File: src/rtl/uart_rx_ctrl.sv
// rtl/uart_rx_ctrl.sv - UART receive controller with parity, framing, overrun and break handling
//
// Purpose: receives asynchronous serial frames (start, 6..DW data bits LSB-first,
//   optional parity, one or two stop bits) and presents the word with status flags
//   until the host reads it.
// Optional feature: define UART_RX_MAJORITY_EN for 2-of-3 majority sampling.
//
// Ports:
//   clk      - single clock, all state changes on its rising edge
//   rst      - synchronous active-high reset
//   rx       - asynchronous serial line, idles high
//   k        - clocks per bit time (values below 2 are treated as 2)
//   nbits    - data-bit count: 0=DW-2, 1=DW-1, 2/3=DW
//   p_en     - a parity bit follows the data bits
//   p_odd    - 1=odd parity, 0=even parity
//   two_stop - two stop bits expected
//   rd       - host read strobe, clears rdy and the error flags
//   data     - received word, LSB-aligned, unused MSBs zero
//   rdy      - word valid
//   perr     - parity error of the word in data
//   ferr     - framing error of the word in data
//   ovf      - a completed word overwrote an unread one
//   busy     - receiver is inside a frame (not IDLE)

module uart_rx_ctrl #(
  parameter int K_W = 19,
  parameter int DW  = 8
) (
  input  logic           clk,
  input  logic           rst,
  input  logic           rx,
  input  logic [K_W-1:0] k,
  input  logic [1:0]     nbits,
  input  logic           p_en,
  input  logic           p_odd,
  input  logic           two_stop,
  input  logic           rd,
  output logic [DW-1:0]  data,
  output logic           rdy,
  output logic           perr,
  output logic           ferr,
  output logic           ovf,
  output logic           busy
);

  localparam logic [2:0] S_IDLE   = 3'd0;
  localparam logic [2:0] S_START  = 3'd1;
  localparam logic [2:0] S_DATA   = 3'd2;
  localparam logic [2:0] S_PARITY = 3'd3;
  localparam logic [2:0] S_STOP1  = 3'd4;
  localparam logic [2:0] S_STOP2  = 3'd5;

  // Bit index / bit count width; DW is at most 9.
  localparam int BW = 4;

  logic           rx_meta;
  logic           rxs;
  logic           rxs_d;
  logic [2:0]     state;
  logic [K_W-1:0] cnt;
  logic [K_W-1:0] k_c;
  logic [BW-1:0]  nb_c;
  logic           p_en_c;
  logic           p_odd_c;
  logic           two_c;
  logic [BW-1:0]  bit_idx;
  logic [DW-1:0]  shreg;
  logic           par_acc;
  logic           perr_pend;
  logic           ferr_pend;
  logic           brk;

  logic [K_W-1:0] k_eff;
  logic [BW-1:0]  nb_eff;
  logic           hit;
  logic           sample_en;
  logic           vote;
  logic           start_det;
  logic           complete;
  logic           ferr_next;

`ifdef UART_RX_MAJORITY_EN
  logic rxs_d2;
  // The vote window is centred one clock before the decision cycle so that
  // every state transition, and therefore rdy, lands on the same clock as in
  // the single-sample build.
  assign vote = (rxs_d2 & rxs_d) | (rxs_d & rxs) | (rxs_d2 & rxs);
`else
  assign vote = rxs;
`endif

  assign k_eff = (k < K_W'(2)) ? K_W'(2) : k;

  always_comb begin
    nb_eff = BW'(DW);
    case (nbits)
      2'd0:    nb_eff = BW'(DW - 2);
      2'd1:    nb_eff = BW'(DW - 1);
      default: nb_eff = BW'(DW);
    endcase
  end

  // cnt counts clocks since the rxs falling edge (detection cycle is count 0),
  // so the start bit is checked at k>>1 and every later bit k clocks on.
  assign hit       = (state == S_START) ? (cnt == (k_c >> 1)) : (cnt == (k_c - K_W'(1)));
  assign sample_en = (state != S_IDLE) && hit;
  assign start_det = (state == S_IDLE) && !brk && rxs_d && !rxs;
  assign ferr_next = ferr_pend | ~vote;
  assign complete  = sample_en &&
                     (((state == S_STOP1) && !two_c) || (state == S_STOP2));
  assign busy      = (state != S_IDLE);

  always_ff @(posedge clk) begin
    if (rst) begin
      rx_meta   <= 1'b1;
      rxs       <= 1'b1;
      rxs_d     <= 1'b1;
`ifdef UART_RX_MAJORITY_EN
      rxs_d2    <= 1'b1;
`endif
      state     <= S_IDLE;
      cnt       <= '0;
      k_c       <= K_W'(2);
      nb_c      <= '0;
      p_en_c    <= 1'b0;
      p_odd_c   <= 1'b0;
      two_c     <= 1'b0;
      bit_idx   <= '0;
      shreg     <= '0;
      par_acc   <= 1'b0;
      perr_pend <= 1'b0;
      ferr_pend <= 1'b0;
      brk       <= 1'b0;
      data      <= '0;
      rdy       <= 1'b0;
      perr      <= 1'b0;
      ferr      <= 1'b0;
      ovf       <= 1'b0;
    end else begin
      rx_meta <= rx;
      rxs     <= rx_meta;
      rxs_d   <= rxs;
`ifdef UART_RX_MAJORITY_EN
      rxs_d2  <= rxs_d;
`endif

      // Bit-time counter: cleared on every sample, saturates instead of wrapping.
      if (state == S_IDLE) begin
        cnt <= start_det ? K_W'(1) : '0;
      end else if (sample_en) begin
        cnt <= '0;
      end else if (cnt != {K_W{1'b1}}) begin
        cnt <= cnt + K_W'(1);
      end

      case (state)
        S_IDLE: begin
          // A frame that ended in a framing error leaves the line low (break);
          // wait for the line to recover before arming start detection.
          if (brk && rxs) begin
            brk <= 1'b0;
          end
          if (start_det) begin
            state     <= S_START;
            k_c       <= k_eff;
            nb_c      <= nb_eff;
            p_en_c    <= p_en;
            p_odd_c   <= p_odd;
            two_c     <= two_stop;
            bit_idx   <= '0;
            shreg     <= '0;
            par_acc   <= 1'b0;
            perr_pend <= 1'b0;
            ferr_pend <= 1'b0;
          end
        end

        S_START: begin
          if (sample_en) begin
            state   <= vote ? S_IDLE : S_DATA;
            bit_idx <= '0;
          end
        end

        S_DATA: begin
          if (sample_en) begin
            for (int i = 0; i < DW; i++) begin
              if (bit_idx == BW'(i)) begin
                shreg[i] <= vote;
              end
            end
            par_acc <= par_acc ^ vote;
            bit_idx <= bit_idx + BW'(1);
            if (bit_idx == (nb_c - BW'(1))) begin
              state <= p_en_c ? S_PARITY : S_STOP1;
            end
          end
        end

        S_PARITY: begin
          if (sample_en) begin
            perr_pend <= par_acc ^ vote ^ p_odd_c;
            state     <= S_STOP1;
          end
        end

        S_STOP1: begin
          if (sample_en) begin
            ferr_pend <= ferr_next;
            state     <= two_c ? S_STOP2 : S_IDLE;
          end
        end

        S_STOP2: begin
          if (sample_en) begin
            ferr_pend <= ferr_next;
            state     <= S_IDLE;
          end
        end

        default: state <= S_IDLE;
      endcase

      if (complete) begin
        brk <= ferr_next;
      end

      // Completion wins over a simultaneous read: the new word is fresh,
      // so it is not an overrun.
      if (complete) begin
        data <= shreg;
        rdy  <= 1'b1;
        perr <= perr_pend;
        ferr <= ferr_next;
        ovf  <= rdy & ~rd;
      end else if (rd) begin
        rdy  <= 1'b0;
        perr <= 1'b0;
        ferr <= 1'b0;
        ovf  <= 1'b0;
      end
    end
  end

endmodule

File: config.mk
export PLATFORM = sky130hd
export DESIGN_NAME = uart_rx_ctrl
export DESIGN_NICKNAME = d
export VERILOG_FILES = /design/src/rtl/uart_rx_ctrl.sv
export SDC_FILE = /design/constraint.sdc
export NUM_CORES = 1
export LEC_CHECK = 0
export ABC_AREA = 1
export CORE_UTILIZATION = 54
export CTS_CLUSTER_SIZE = 25
export DETAILED_ROUTE_END_ITERATION = 10
export GPL_TIMING_DRIVEN = 0
export PLACE_DENSITY = 0.75
export SLEW_MARGIN = 15
export SYNTH_ARGS = -nofsm -noshare
export SYNTH_HDL_FRONTEND = slang
export SYNTH_SLANG_ARGS = --single-unit
File: constraint.sdc
create_clock -name clk -period 3.2 [get_ports clk]
set_clock_uncertainty 0.2 [all_clocks]
set_input_delay 0.64 -clock clk [delete_from_list [all_inputs] [get_ports clk]]
set_output_delay 0.64 -clock clk [all_outputs]
set_load 0.02 [all_outputs]
==> metrics.md, run 1 <==
| Metric | Value |
|---|---|
| Outcome | `complete, no violations` |
| # rows | `35` |
| Root buf cell | `clkbuf_8` |
| Port bufs | `40` |
| Worst path max stage delay | `0.61 ns` |
| Worst Max-Slew Pin Slew | `0.712 ns` |
| Remaining Overflow, GRT | `0` |
| Max-Cap Viols | `0` |
| Post-synthesis cell count | `822` |
| Pin count of the biggest net entering global routing | `14` |
| Switching Share | `47.4%` |
| Vias in the first global route | `5080` |
| Diode count | `0` |
| Die ar. | `9790 sq um` |
| Die width | `99.0 um` |
| Reg-to-reg endpoint | `state[0]$_SDFFE_PP0P_` |
| Hold_sp | `rx_meta$_SDFF_PP1_` |
| DR WL/cell | `13.8 um` |
| CTS Buf Count | `9` |
| CP max stage cell | `nor3_1` |
| Placer congestion estimate | `0.960` |
| Worst relative slew slack | `52.2%` |
| Crit path arrival time | `2.29 ns` |
| Post-layout nets | `909` |
| Area grow syn2layout | `14.7%` |
| Starting Density | `55.5%` |
| Final worst-path cycle share | `97.8%` |
| Pleak | `2.56 nW` |
| Final Cell Area | `5820 sq um` |
| Register area share after synthesis | `30.8%` |
| Internal power | `0.00229 W` |
| Via count | `5323` |
| Cell Chain, Critical Path | `buf_4 -> nor3_1 -> inv_2 -> clkdlybuf4s50_1` |
| Startpoint Class | `flip-flop` |
| Initial antenna violation count | `0` |
| CP Class | `flip-flop to output port` |
| Netlist Area Pre-Place | `5080 sq um` |
| Syn. warnings | `0` |
| Avg Cell Area, Syn | `6.18 sq um` |
| First-pass GRT wire length | `23.2 mm` |
| IO Pins | `41` |
| Final hold vios | `0` |
| Number of flops mapped to enable cells by yosys | `0` |
| HP Class | `flip-flop to flip-flop` |
| Fmax | `320 MHz` |
| Post-Syn Nets | `858` |
| Post-DP HPWL | `10.9 mm` |
| Worst R2R Start | `k_c[0]$_SDFFE_PP0P_` |
| Clk sink count | `78` |
| Instance area at placement | `5620 sq um` |
| WL final | `13.7 mm` |
| Reg2reg path depth | `19` |
| CORE AREA | `9150 sq um` |
| CP endpoint kind | `output port` |
| CTS Hold Bufs | `0` |
| Yosys cell types | `42` |
| TritonRoute pass-1 iters | `5` |
| Ys async rst share | `0%` |
| H-tree depth | `3` |
| Synth Flop Type | `dfxtp_1` |
| DRC Markers | `0` |
| Die height | `99.0 um` |
| Hold Path Sink | `rxs$_SDFF_PP1_` |
| Clock Tree Buf Depth | `2` |
| Crit-path max FO | `9` |
| Sw power | `0.00207 W` |
| Final setup vio count | `0` |
| PD cells | `749 nW/um^2` |
| Post-synthesis register bit count | `78` |
| Clock-pin slew on the worst setup and hold paths | `0.08 ns` |
| Required time of the worst setup path | `2.36 ns` |
| Proportion of layout cells with a drive suffix above 1 | `7.74%` |
| Sequential power share | `27.7%` |
| Fin crit period | `3.13 ns` |
| Vias per cell | `5.38` |
| Starting DRT DRC Count | `276` |
| CTS tree | `yes` |
| Fillers | `889` |
| Setup TNS | `0 ns` |
| Worst skew pair latency | `0.36 ns` |
| FF-to-FF setup slack | `0.29 ns` |
| Total GRT Usage | `30.0%` |
| Fin. max-slew vios | `0` |
| RSZ-0062 raised after global routing | `no` |
| Part of the power in the clock network | `17.1%` |
| Hold Path Cell Cnt | `1` |
| Worst vdd ir | `686 uV` |
| Comb pwr share | `55.1%` |
| Final antenna-violating net count | `0` |
-- how the worst max path moves through the flow --
| stage | from | depth (start not counted) | endpoint |
|---|---|---|---|
| 6_report | state[0]$_SDFFE_PP0P_ | 4 | busy |
| 5_1_grt | state[0]$_SDFFE_PP0P_ | 4 | busy |
| 4_1_cts | state[0]$_SDFFE_PP0P_ | 4 | busy |
| 3_5_place_dp | k_c[0]$_SDFFE_PP0P_ | 18 | data[4]$_SDFFE_PP0P_ |
| 3_3_place_gp | k_c[0]$_SDFFE_PP0P_ | 18 | data[4]$_SDFFE_PP0P_ |
| 2_1_floorplan | k_c[0]$_SDFFE_PP0P_ | 22 | shreg[1]$_SDFFE_PP0P_ |
-- Yosys cell counts, types with 7 or more instances --
cell type  number  area share [%]
nand2_1       221              16
o21bai_2        7             1.6
dfxtp_1        78              31
nor2_1        131             9.7
nand4_1        15             1.8
xor2_1         10             1.7
inv_1          97             7.2
o21ai_0        37             3.6
nor2_2          8            0.99
a211oi_1        8             1.2
clkbuf_1       12            0.89
a21oi_1        50             4.9
nand3_1        61             6.0
nor3_1         16             1.6
ha_1            8             2.0
-- layer usage --
layer | vias to the layer above | part of all wire, % | track usage (%)
met1 | 2428 | 42 | 35.5
met2 | 134 | 50 | 54.7
met3 | 26 | 4.8 | 4.18
li1 | 2735 | - | -
met4 | 0 | 2.7 | 11.0
met5 | - | 0 | 0
-- power groups by stage --
stage	Sequential [W]	Combinational (W)	Clock (W)
2_1_floorplan	0.00120	0.00186	0
3_3_place_gp	0.00123	0.00233	0
3_5_place_dp	0.00123	0.00236	0
4_1_cts	0.00121	0.00237	0.000760
5_1_grt	0.00123	0.00274	0.000791
6_report	0.00121	0.00240	0.000747
-- kinds of logic after synthesis --
logic type      Yosys count  synth area share [%]
compound gates          112                  12.7
xor+xnor                 14                  2.42
buf+inv                 124                  9.81
flops                    78                  30.8
simple gates            486                  42.3
fa+ha+maj                 8                  1.97
-- flip-flops by register name (all words and copies together) (netlist names), 3 cells and up --
register / cells
bit_idx: 4
cnt: 19
data: 8
k_c: 19
nb_c: 3
shreg: 8
state: 3
-- repair_timing --
| item | in CTS | in global routing |
|---|---|---|
| resized for setup | 0 | 6 |
| setup buffers | 0 | 0 |
| endpoints found under the setup margin | 0 | 20 |
-- area by class of cell --
| type | count | area, sq um | share of cell area [%] |
|---|---|---|---|
| Multi-Input combinational cell | 620 | 3030 | 52.1 |
| Sequential cell | 78 | 1560 | 26.8 |
| Timing Repair Buffer | 40 | 400 | 6.87 |
| Inverter | 103 | 387 | 6.64 |
| Tap cell | 111 | 139 | 2.38 |
| Clock buffer | 11 | 131 | 2.26 |
| Buffer | 21 | 113 | 1.93 |
| Clock inverter | 5 | 60.1 | 1.03 |
-- worst max-delay path: cells and delay by family (launching register included) --
kind	cells	cell delay [ns]
and+or+nand+nor	1	0.61
DFF	1	0.30
buffers and inverters	3	1.02
-- stage by stage --
stage	utilization (%)	setup WS, ns	hold WS [ns]	power, W	instances
floorplan	-	0.742	0.189	0.00306	822
global placement	61.4	0.250	0.192	0.00355	973
detailed placement	61.4	0.186	0.197	0.00359	973
CTS	63.4	0.0817	0.218	0.00434	989
global route	63.6	0.00399	0.240	0.00475	989
finish	63.6	0.0715	0.214	0.00436	989
-- cell usage in the layout, fill, tap and decap left out, types with 15 or more instances in the layout --
master | synthesis | final
dfxtp_1 | 78 | 78
nor2_1 | 131 | 130
nand4_1 | 15 | 15
clkdlybuf4s50_1 | 0 | 40
inv_1 | 97 | 97
a21oi_1 | 50 | 50
nand3_1 | 61 | 60
nand2_1 | 221 | 221
o21ai_0 | 37 | 37
nor3_1 | 16 | 16
(Power assumes the default switching activity.)
==> run 2, diff against run 1 <==
--- a/config.mk
+++ b/config.mk
@@ -6,6 +6,7 @@
 export NUM_CORES = 1
 export LEC_CHECK = 0
 export ABC_AREA = 1
+export CAP_MARGIN = 0
 export CORE_UTILIZATION = 54
 export CTS_CLUSTER_SIZE = 25
 export DETAILED_ROUTE_END_ITERATION = 10
==> constraint.sdc (replaced) <==
create_clock -name clk -period 3.2 [get_ports clk]
set_clock_uncertainty 0.2 [all_clocks]
set_input_delay 0.96 -clock clk [delete_from_list [all_inputs] [get_ports clk]]
set_output_delay 0.96 -clock clk [all_outputs]
set_load 0.02 [all_outputs]
==> metrics.md, run 2 (synthesis gave the netlist of run 1 again) <==
| Metric | Value |
|---|---|
| Post-DP HPWL | `10.9 mm (unchanged)` |
| HP Class | `flip-flop to flip-flop` |
| Delay-heaviest family, CP | `buffers and inverters` |
| Die height | `99.0 um (unchanged)` |
| Placer congestion estimate | `0.960 (unchanged)` |
| Fin crit period | `3.05 ns (-0.0776 ns)` |
| Pin count of the biggest net entering global routing | `14 (unchanged)` |
| Most frequent cells in the layout | `nand2_1 (221), nor2_1 (130), inv_1 (97)` |
| WL final | `13.7 mm (+0.31%)` |
| Root buf cell | `clkbuf_8` |
| TritonRoute pass-1 iters | `5 (unchanged)` |
| Worst vdd ir | `685 uV (-0.12%)` |
| Vias in the first global route | `5080 (unchanged)` |
| Crit-path max FO | `9 (unchanged)` |
| Via count | `5345 (+0.41%)` |
| Worst Max-Slew Pin Slew | `0.602 ns (-0.109 ns)` |
| Reg2reg path depth | `17 (-2)` |
| H-tree depth | `3 (unchanged)` |
| Crit path arrival time | `1.89 ns (-0.40 ns)` |
| Final Cell Area | `5840 sq um (+0.19%)` |
| CP endpoint kind | `output port` |
| Required time of the worst setup path | `2.04 ns (-0.32 ns)` |
| Critical path depth in cells | `4 (unchanged)` |
| IO Pins | `41 (unchanged)` |
| Fmax | `328 MHz (+2.5%)` |
| # rows | `35 (unchanged)` |
| Hold Path Cell Cnt | `1 (unchanged)` |
| Vias per cell | `5.40 (+0.41%)` |
| First-pass GRT wire length | `23.2 mm (unchanged)` |
| CP max stage cell | `clkdlybuf4s50_1` |
| Post-CTS Setup Bufs | `0 (unchanged)` |
| Cell Chain, Critical Path | `buf_4 -> nor3_4 -> inv_2 -> clkdlybuf4s50_1` |
| Final antenna-violating net count | `0 (unchanged)` |
| PD cells | `750 nW/um^2 (+0.19%)` |
| Commonest non-fill, non-tap cell in the layout | `nand2_1` |
| Fin. max-slew vios | `0 (unchanged)` |
| Die ar. | `9790 sq um (unchanged)` |
| Starting DRT DRC Count | `265 (-4.0%)` |
| Placed insts | `973 (unchanged)` |
| Pleak | `2.57 nW (+0.14%)` |
| Worst path max stage delay | `0.58 ns (-0.03 ns)` |
| Final hold vios | `0 (unchanged)` |
| RSZ-0062 raised after global routing | `no` |
| Port bufs | `40 (unchanged)` |
| Total GRT Usage | `30.0% (unchanged)` |
| CORE AREA | `9150 sq um (unchanged)` |
| Hold_sp | `rx_meta$_SDFF_PP1_` |
| Remaining Overflow, GRT | `0 (unchanged)` |
| Worst skew pair latency | `0.36 ns (about the same)` |
| Area grow syn2layout | `15.0%` |
| Proportion of layout cells with a drive suffix above 1 | `7.86% (+0.11 points)` |
| CP Class | `flip-flop to output port` |
| Post-layout nets | `909 (unchanged)` |
| Biggest regs | `cnt (19), k_c (19)` |
| Final setup vio count | `0 (unchanged)` |
| Setup TNS | `0 ns (unchanged)` |
| Instance area at placement | `5620 sq um (unchanged)` |
| Clk sink count | `78 (unchanged)` |
| Max-Cap Viols | `0 (unchanged)` |
| CTS Buf Count | `9 (unchanged)` |
| Clock-pin slew on the worst setup and hold paths | `0.08 ns (about the same)` |
| Critical Path Start | `state[0]$_SDFFE_PP0P_` |
| Worst Slack Setup Final | `0.149 ns (+0.0776 ns)` |
| Initial antenna violation count | `0 (unchanged)` |
| DR WL/cell | `13.9 um (+0.31%)` |
| CTS tree | `yes` |
| Diode count | `0 (unchanged)` |
| Outcome | `complete, no violations` |
| DRC Markers | `0 (unchanged)` |
| Die width | `99.0 um (unchanged)` |
| Worst R2R Start | `k_c[0]$_SDFFE_PP0P_` |
| Worst relative slew slack | `59.8% (+7.6 points)` |
| Final worst-path cycle share | `95.3% (-2.4 points)` |
| CP bufs+invs | `3 (unchanged)` |
| Clock Tree Buf Depth | `2 (unchanged)` |
| Pre-CTS WS | `0.171 ns (-0.0144 ns)` |
| Final Instance Count excl. Fillers | `989 (unchanged)` |
| Startpoint Class | `flip-flop` |
| Starting Density | `55.5% (unchanged)` |
## run 2: cell counts in the layout (fill, tap and decap cells not counted)
Identical to the previous run, type by type.
## run 2: area by class of cell
cell class	instances	area (sq um)
buffer	21	113
clock buffer	11	131
clock inverter	5	60.1
fill	887	3320
inverter	103	387
multi-input combinational	620	3040
sequential	78	1560
tap	111	139
timing repair buffer	40	400
## run 2: layer usage
metal / vias up / track usage, % / share of wire, %
met2: 136 / 54.7 / 51
met3: 30 / 4.18 / 4.8
met1: 2446 / 35.5 / 42
met5: - / 0 / 0
li1: 2733 / - / -
met4: 0 / 11.0 / 2.7
## run 2: power by group
part	leakage, nW	total (W)	switching, W	internal [W]
sequential	0.633	0.00122	0.000122	0.00109
clock	0.0935	0.000743	0.000380	0.000363
combinational	1.84	0.00242	0.00157	0.000848
total	2.57	0.00438	0.00207	0.00230
## run 2: metrics by stage
| stage | total power [W] | util (%) | hold WS, ns |
|---|---|---|---|
| floorplan | 0.00306 | - | 0.189 |
| global route | 0.00478 | 63.8 | 0.240 |
| detailed placement | 0.00359 | 61.4 | 0.197 |
| global placement | 0.00355 | 61.4 | 0.192 |
| CTS | 0.00435 | 63.5 | 0.218 |
| finish | 0.00438 | 63.8 | 0.213 |
## run 2: timing repair
action	in CTS	in global routing
resized for setup	1	7
hold buffers	0	0
setup endpoints to repair	1	21
## run 2: path summary, 6_finish.rpt
| path | to | slack [ns] |
|---|---|---|
| hold / removal | rxs$_SDFF_PP1_ | 0.21 |
| setup reg to reg | state[1]$_SDFFE_PP0P_ | 0.30 |
| hold reg to reg | rxs$_SDFF_PP1_ | 0.21 |
| setup / recovery | busy | 0.15 |
==> run 3, diff against run 2 <==
--- a/config.mk
+++ b/config.mk
@@ -6,12 +6,12 @@
 export NUM_CORES = 1
 export LEC_CHECK = 0
 export ABC_AREA = 1
-export CAP_MARGIN = 0
-export CORE_UTILIZATION = 54
-export CTS_CLUSTER_SIZE = 25
+export CAP_MARGIN = 40
+export CORE_UTILIZATION = 50
+export CTS_CLUSTER_SIZE = 8
 export DETAILED_ROUTE_END_ITERATION = 10
 export GPL_TIMING_DRIVEN = 0
-export PLACE_DENSITY = 0.75
+export PLACE_DENSITY = 0.7
 export SLEW_MARGIN = 15
 export SYNTH_ARGS = -nofsm -noshare
 export SYNTH_HDL_FRONTEND = slang
==> metrics.md, run 3 (synthesis gave the netlist of run 1 again) <==
| Metric | Value |
|---|---|
| Worst relative slew slack | `56.3% (-3.6 points)` |
| CTS tree | `yes` |
| Crit-path max FO | `9 (unchanged)` |
| Clock-pin slew on the worst setup and hold paths | `0.08 ns (about the same)` |
| Vias per cell | `5.21 (-3.6%)` |
| CP endpoint kind | `output port` |
| RSZ-0062 raised after global routing | `no` |
| Worst skew pair latency | `0.36 ns (about the same)` |
| Final setup vio count | `0 (unchanged)` |
| Switching Share | `47.1% (-0.29 points)` |
| CORE AREA | `9820 sq um (+7.3%)` |
| Clk sink count | `78 (unchanged)` |
| Clock Tree Buf Depth | `2 (unchanged)` |
| Internal power | `0.00232 W (+0.86%)` |
| Cell Chain, Critical Path | `buf_4 -> nor3_4 -> inv_2 -> clkdlybuf4s50_1` |
| First-pass GRT wire length | `22.5 mm (-3.2%)` |
| Post-DP HPWL | `10.9 mm (+0.27%)` |
| PD cells | `749 nW/um^2 (-0.23%)` |
| Startpoint Class | `flip-flop` |
| Starting DRT DRC Count | `254 (-4.2%)` |
| FF-to-FF setup slack | `0.28 ns (-0.02 ns)` |
| Final worst-path cycle share | `93.8% (-1.5 points)` |
| H-tree depth | `3 (unchanged)` |
| Die width | `103 um (+3.8%)` |
| HP Class | `flip-flop to flip-flop` |
| DR WL/cell | `13.4 um (-3.2%)` |
| # rows | `36 (+2.9%)` |
| Initial antenna violation count | `0 (unchanged)` |
| Worst Max-Slew Pin Slew | `0.656 ns (+0.0536 ns)` |
| CP max stage cell | `clkdlybuf4s50_1` |
| Fmax | `333 MHz (+1.6%)` |
| Area grow syn2layout | `15.6%` |
| Proportion of layout cells with a drive suffix above 1 | `8.09% (+0.23 points)` |
| Fin crit period | `3.00 ns (-0.0485 ns)` |
| Final antenna-violating net count | `0 (unchanged)` |
| Worst path max stage delay | `0.57 ns (about the same)` |
| CTS Buf Count | `9 (unchanged)` |
| IO Pins | `41 (unchanged)` |
| Die ar. | `10600 sq um (+7.8%)` |
| Setup TNS | `0 ns (unchanged)` |
| Port bufs | `40 (unchanged)` |
| Fin. max-slew vios | `0 (unchanged)` |
| Sw power | `0.00207 W (-0.31%)` |
| Biggest regs | `cnt (19), k_c (19)` |
| Post-layout nets | `909 (unchanged)` |
| Minimum hold slack | `0.212 ns (-0.00146 ns)` |
| Part of the power in the clock network | `17.1% (about the same)` |
| Worst vdd ir | `501 uV (-27%)` |
| Diode count | `0 (unchanged)` |
| Outcome | `complete, no violations` |
| WL final | `13.6 mm (-1.1%)` |
| Final hold vios | `0 (unchanged)` |
| CP Class | `flip-flop to output port` |
| Remaining Overflow, GRT | `0 (unchanged)` |
| Max-Cap Viols | `0 (unchanged)` |
| Final Util | `59.7% (-4.0 points)` |
| Placer congestion estimate | `0.902 (-6.0%)` |
| Pleak | `2.58 nW (+0.45%)` |
| Vias in the first global route | `4951 (-2.5%)` |
| DRC Markers | `0 (unchanged)` |
| Most frequent cells in the layout | `nand2_1 (221), nor2_1 (130), inv_1 (97)` |
| Root buf cell | `clkbuf_8` |
| Via count | `5269 (-1.4%)` |
| Die height | `103 um (+3.8%)` |
| TritonRoute pass-1 iters | `6 (+1)` |
| Post-CTS Setup Bufs | `0 (unchanged)` |
| Tot Pwr | `0.00439 W (+0.30%)` |
| Total GRT Usage | `27.8% (-2.2 points)` |
| Comb pwr share | `55.2% (about the same)` |
| Crit path arrival time | `1.84 ns (-0.05 ns)` |
| Commonest non-fill, non-tap cell in the layout | `nand2_1` |
| Pin count of the biggest net entering global routing | `14 (unchanged)` |
| Required time of the worst setup path | `2.04 ns (about the same)` |
| Sequential power share | `27.6% (-0.2 points)` |
| Starting Density | `51.7% (-3.8 points)` |
run 3: layout make-up:
type / count / area (sq um)
clock inverter: 6 / 61.3
buffer: 21 / 113
inverter: 103 / 387
timing repair buffer: 40 / 400
clock buffer: 10 / 138
fill: 1008 / 3950
multi-input combinational: 620 / 3040
sequential: 78 / 1560
tap: 133 / 166
run 3: power by group through the flow:
stage / registers [W] / clock network (W) / logic [W]
2_1_floorplan: 0.00120 / 0 / 0.00186
3_3_place_gp: 0.00123 / 0 / 0.00233
3_5_place_dp: 0.00123 / 0 / 0.00236
4_1_cts: 0.00121 / 0.000769 / 0.00238
5_1_grt: 0.00123 / 0.000810 / 0.00275
6_report: 0.00121 / 0.000752 / 0.00243
run 3: path summary, 6_finish.rpt:
kind,start,endpoint,depth (start not counted)
setup / recovery,state[0]$_SDFFE_PP0P_,busy,4
hold / removal,rx_meta$_SDFF_PP1_,rxs$_SDFF_PP1_,1
hold reg to reg,rx_meta$_SDFF_PP1_,rxs$_SDFF_PP1_,1
setup reg to reg,k_c[0]$_SDFFE_PP0P_,data[6]$_SDFFE_PP0P_,16
run 3: routing by layer:
metal	wire length, um	GRT usage, %	vias up
met1	5820	32.2	2416
met4	354	11.7	0
met2	6900	50.6	95
met5	0	0	-
li1	-	-	2733
met3	515	4.41	25
run 3: critical path, delay by kind of cell (launching register included):
family                 cells  cell delay, ns
DFF                        1            0.31
and+or+nand+nor            1            0.28
buffers and inverters      3            0.90
run 3: repair_timing:
item	CTS	global route
setup endpoints to repair	1	22
hold buffers	0	0
gates resized for setup	1	7
run 3: through the flow:
stage / instances / area, sq um / setup slack (ns)
2_1_floorplan: 822 / 5080 / 0.742
3_5_place_dp: 995 / 5640 / 0.172
6_report: 1011 / 5870 / 0.198
3_3_place_gp: 995 / 5640 / 0.224
5_1_grt: 1011 / 5870 / 0.0104
4_1_cts: 1011 / 5850 / 0.0772
